--- config.mk ---
export PLATFORM = sky130hd
export DESIGN_NAME = uart_receiver
export DESIGN_NICKNAME = d
export VERILOG_FILES = /design/src/rtl/uart_receiver.sv
export SDC_FILE = /design/constraint.sdc
export NUM_CORES = 1
export LEC_CHECK = 0
export ABC_CLOCK_PERIOD_IN_PS = 3200
export CAP_MARGIN = 0
export CORE_UTILIZATION = 25
export DETAILED_ROUTE_END_ITERATION = 12
export SLEW_MARGIN = 20
export SYNTH_ARGS = -nofsm -noshare
export SYNTH_HDL_FRONTEND = slang
export SYNTH_SLANG_ARGS = --single-unit
--- constraint.sdc ---
create_clock -name sysclk -period 3.2 [get_ports sysclk]
set_clock_uncertainty 0.2 [all_clocks]
set_input_delay 0.32 -clock sysclk [delete_from_list [all_inputs] [get_ports sysclk]]
set_output_delay 0.32 -clock sysclk [all_outputs]
set_load 0.02 [all_outputs]
--- src/rtl/uart_receiver.sv ---
// 8N1 UART receiver: 16x oversampled, LSB-first, one-cycle strobes for good bytes and stop-bit errors.
// Everything runs on sysclk; the 16x sample tick is a clock enable from an internal divider.
module uart_receiver #(
    parameter int DIV       = 326,
    parameter int DATA_BITS = 8
) (
    input  logic                 sysclk,
    input  logic                 resetb,
    input  logic                 rx,
    output logic [DATA_BITS-1:0] rx_data,
    output logic                 rx_status,
    output logic                 frame_err,
    output logic                 busy
);

    localparam logic [8:0] DIV_M1   = 9'(DIV - 1);
    localparam logic [3:0] LAST_BIT = 4'(DATA_BITS - 1);

    // state     | meaning
    // IDLE      | line idle, watching for a low level on rxs
    // START     | counting to mid start bit to reject glitches
    // DATA      | sampling data bits at mid-bit
    // STOP      | sampling the stop bit
    // WAIT_IDLE | stop bit was low; hold until the line returns high
    typedef enum logic [2:0] {
        IDLE,
        START,
        DATA,
        STOP,
        WAIT_IDLE
    } state_t;

    state_t               r_state;
    logic [1:0]           r_sync;
    logic [8:0]           r_div;
    logic [3:0]           r_sample_cnt;
    logic [3:0]           r_bit_cnt;
    logic [DATA_BITS-1:0] r_shift;
    logic [DATA_BITS-1:0] r_rx_data;
    logic                 r_rx_status;
    logic                 r_frame_err;
    logic                 r_busy;

    logic w_rxs;
    logic w_tick;
    logic w_start_det;

    assign w_rxs       = r_sync[1];
    assign w_tick      = (r_div == DIV_M1);
    assign w_start_det = (r_state == IDLE) && !w_rxs;

    always_ff @(posedge sysclk or negedge resetb) begin
        if (!resetb) begin
            r_sync <= 2'b11;
        end else begin
            r_sync <= {r_sync[0], rx};
        end
    end

    // Cleared on start detection so every sample point is a fixed offset from the start edge.
    always_ff @(posedge sysclk or negedge resetb) begin
        if (!resetb) begin
            r_div <= '0;
        end else if (w_start_det || w_tick) begin
            r_div <= '0;
        end else begin
            r_div <= r_div + 9'd1;
        end
    end

    always_ff @(posedge sysclk or negedge resetb) begin
        if (!resetb) begin
            r_state      <= IDLE;
            r_sample_cnt <= '0;
            r_bit_cnt    <= '0;
            r_shift      <= '0;
            r_rx_data    <= '0;
            r_rx_status  <= 1'b0;
            r_frame_err  <= 1'b0;
            r_busy       <= 1'b0;
        end else begin
            r_rx_status <= 1'b0;
            r_frame_err <= 1'b0;
            case (r_state)
                IDLE: begin
                    if (!w_rxs) begin
                        r_state      <= START;
                        r_sample_cnt <= '0;
                        r_busy       <= 1'b1;
                    end
                end
                START: begin
                    if (w_tick) begin
                        if (r_sample_cnt == 4'd7) begin
                            r_sample_cnt <= '0;
                            if (w_rxs) begin
                                r_state <= IDLE;
                                r_busy  <= 1'b0;
                            end else begin
                                r_state   <= DATA;
                                r_bit_cnt <= '0;
                            end
                        end else begin
                            r_sample_cnt <= r_sample_cnt + 4'd1;
                        end
                    end
                end
                DATA: begin
                    if (w_tick) begin
                        r_sample_cnt <= r_sample_cnt + 4'd1;
                        if (r_sample_cnt == 4'd15) begin
                            r_shift <= {w_rxs, r_shift[DATA_BITS-1:1]};
                            if (r_bit_cnt == LAST_BIT) begin
                                r_state <= STOP;
                            end else begin
                                r_bit_cnt <= r_bit_cnt + 4'd1;
                            end
                        end
                    end
                end
                STOP: begin
                    if (w_tick) begin
                        r_sample_cnt <= r_sample_cnt + 4'd1;
                        if (r_sample_cnt == 4'd15) begin
                            if (w_rxs) begin
                                r_rx_data   <= r_shift;
                                r_rx_status <= 1'b1;
                                r_state     <= IDLE;
                                r_busy      <= 1'b0;
                            end else begin
                                r_frame_err <= 1'b1;
                                r_state     <= WAIT_IDLE;
                            end
                        end
                    end
                end
                WAIT_IDLE: begin
                    if (w_rxs) begin
                        r_state <= IDLE;
                        r_busy  <= 1'b0;
                    end
                end
                default: begin
                    r_state <= IDLE;
                    r_busy  <= 1'b0;
                end
            endcase
        end
    end

    assign rx_data   = r_rx_data;
    assign rx_status = r_rx_status;
    assign frame_err = r_frame_err;
    assign busy      = r_busy;

endmodule

==> summary.txt <==
status: finished, final reports clean
fin util: 30.41%
Post-synth EDFFs: 0
first-pass iteration count of the detailed router: 4
vias post-DR: 1247
hold-critical path depth: 0
GR Util met3: 2.239%
RSZ-0062 raised after global routing: false
Yosys top cell area share: 52.14%
placed inst area: 2106 sq um
Slowest-stage cell, CP: or4b_4
area of the core: 7253 sq um
Final ANT Viol Nets: 0
Crit Reg-Reg Endpoint: rx_data[5]
worst hold slack: 0.1568 ns
worst hold start: r_sync[0]
dpl hpwl: 2.191 mm
Die Height: 88.53 um
nets@finish: 187
Max-slew headroom: 40.31%
Iter 0 DRT Violations: 53
max frequency: 0.3961 GHz
DR WL/cell: 11.27 um
leak pwr: 0.9682 nW
Period minus WS final: 2.525 ns
Slew Viols, Final: 0
Post-synth top cells: dfrtp_1 (39), mux2_2 (17), nor2_1 (16), nand2_1 (11), o21ai_0 (9)
met2 usage: 15.45%
Die Span X: 88.53 um
flop2flop setup slack: 0.68 ns
Bufs on Longest Clock Path: 2
fill count: 762
TritonCTS Sinks: 41
grt met1 use: 12.04%
busiest layer in global routing: met2
CP Data Arrival Time: 2.50 ns
Syn Nets: 170
Worst-Margin Slew: 0.8954 ns
GPL Wtd Cong: 0.7672
Post-Syn Area: 1872 sq um
worst skew pair latency: 0.29 ns
worst-path cell chain: or4b_4 > or3_4 > nor3_4 > mux2_2
Worst R2R Path Depth: 4
root buf cell: clkbuf_8
leading area contributor after synthesis: dfrtp_1
die area: 7838 sq um
total grt overflow: 0
number of global-route vias before repair: 1249
post-CTS setup buffer count: 0
final worst path period share: 78.89%
Hold Crit Class: reg2reg
CP required: 3.18 ns
MaxCap Viol Count: 0
share of post-route cells with drive strength above 1: 17.78%
GR Util All Layers: 9.467%
Starting Density: 25.81%
I/O Buffers: 13
Place WS: 0.6399 ns
YS warnings: 0
Peak VDD IR: 0.3389 mV
site row count: 31
Remaining DRCs: 0
r2r startpoint: r_div[5]
Worst Hold Endpoint: r_sync[1]
Final Cell Area: 2206 sq um
#FFs+latches synth: 41
sequential area share after synthesis: 54.95%
diode count: 0
largest stage delay on the critical path: 0.58 ns
Async S/R FF share, synth: 100.0%
mean area per synthesized cell: 11.48 sq um
initial antenna violation count: 0
area grow syn2layout: 17.85%
final hold vios: 0
Detailed Route WL: 3.145 mm
top cells by area, synth: dfrtp_1 (52%), mux2_2 (10%), nor2_1 (3.2%)
Clock Pin Slew Worst Setup and Hold Paths: 0.07 ns
Clock H-tree levels: 2
PnR worst setup slack: 0.6754 ns
count leader, synth: dfrtp_1
vias per cell: 4.470
CTS buffer count: 5
first-pass GRT wire length: 5.789 mm
crit-path max FO: 9
largest net degree at the start of global routing: 42
PwrDens: 396.8 nW/um^2
CP endpoint kind: flip-flop
Synth Flop Type: dfrtp_1
CTS tree: built
Cells after Synth: 163
Finish-stage setup viols: 0
I/O pin total: 14
crit start category: flip-flop
Crit Path Category: reg2reg
total negative setup slack: 0 ns
post-synthesis cell type count: 40
==> layout by cell type (no fill, tap or decap), types with 3 or more instances in the layout <==
master | netlist | layout
nor2b_1 | 4 | 4
inv_1 | 4 | 4
mux2_2 | 17 | 17
nor3_1 | 6 | 6
clkdlybuf4s50_1 | 0 | 12
nand3_1 | 6 | 6
ha_1 | 4 | 4
o21ai_0 | 9 | 9
clkbuf_8 | 0 | 6
nor2_1 | 16 | 16
xor2_1 | 3 | 3
xnor2_1 | 4 | 4
nand2_1 | 11 | 11
dfrtp_1 | 39 | 39
o211ai_1 | 3 | 3
==> worst max path at each step <==
| stage | from | end | slack [ns] |
|---|---|---|---|
| 2_1_floorplan | r_div[5] | rx_data[0] | 0.81 |
| 3_3_place_gp | r_div[5] | rx_data[0] | 0.69 |
| 3_5_place_dp | r_div[5] | rx_data[5] | 0.64 |
| 4_1_cts | r_div[5] | rx_data[5] | 0.63 |
| 5_1_grt | r_div[4] | rx_data[5] | 0.54 |
| 6_report | r_div[5] | rx_data[5] | 0.68 |
==> stage by stage <==
stage | std cells | power (W)
floorplan | 163 | 0.0005329
global placement | 271 | 0.0005457
detailed placement | 271 | 0.0005457
CTS | 279 | 0.0008888
global route | 279 | 0.0009100
finish | 279 | 0.0008752
==> critical path: cells and delay by family (launching register included) <==
family / cells / cell delay [ns]
flip-flops: 1 / 0.41
AND/OR/NAND/NOR: 3 / 1.42
multiplexers: 1 / 0.39
==> per-layer routing <==
layer | up-vias | share of wire, %
met5 | - | 0
met1 | 608 | 48
met2 | 21 | 47
met4 | 0 | 1.7
met3 | 6 | 3.2
li1 | 612 | -
==> cell families (layout without fill, tap and decap cells) <==
| kind of cell | count (synthesis) | after routing | synth area share [%] |
|---|---|---|---|
| AND/OR/NAND/NOR | 60 | 60 | 17.92 |
| flip-flops | 41 | 41 | 54.95 |
| AO/OA/AOI/OAI | 25 | 25 | 8.823 |
| multiplexers | 18 | 18 | 10.76 |
| buffers and inverters | 8 | 25 | 1.604 |
| XOR/XNOR | 7 | 7 | 3.275 |
| adder cells (fa/ha/maj) | 4 | 4 | 2.674 |
==> final cells by class <==
| cell class | instances | area [sq um] | share of cell area [%] |
|---|---|---|---|
| sequential | 41 | 1028 | 46.63 |
| clock buffer | 6 | 82.58 | 3.744 |
| tap | 99 | 123.9 | 5.615 |
| inverter | 4 | 15.01 | 0.6807 |
| multi-input combinational | 114 | 813.3 | 36.87 |
| timing repair buffer | 14 | 135.1 | 6.126 |
| clock inverter | 1 | 7.507 | 0.3403 |
==> state kept, by name (all words and copies together), names as in the netlist <==
register and cells:
r_div 9, r_shift 8, rx_data 8, r_bit_cnt 4, r_sample_cnt 4, r_state 3
r_sync 2, busy 1, frame_err 1, rx_status 1
==> where the power goes <==
part	leakage (nW)	total, W	switching (W)	internal (W)
Sequential	0.546	0.000522	0.00000142	0.000520
Clock	0.0433	0.000340	0.000169	0.000170
Combinational	0.379	0.0000141	0.0000112	0.00000287
Total	0.968	0.000875	0.000182	0.000693
==> timing repair <==
action / 4_1_cts / 5_1_grt
hold buffers: 1 / 0
gates resized for setup: 0 / 0
endpoints found under the hold margin: 39 / 0
Note: power is estimated with default switching activity, not from simulation.
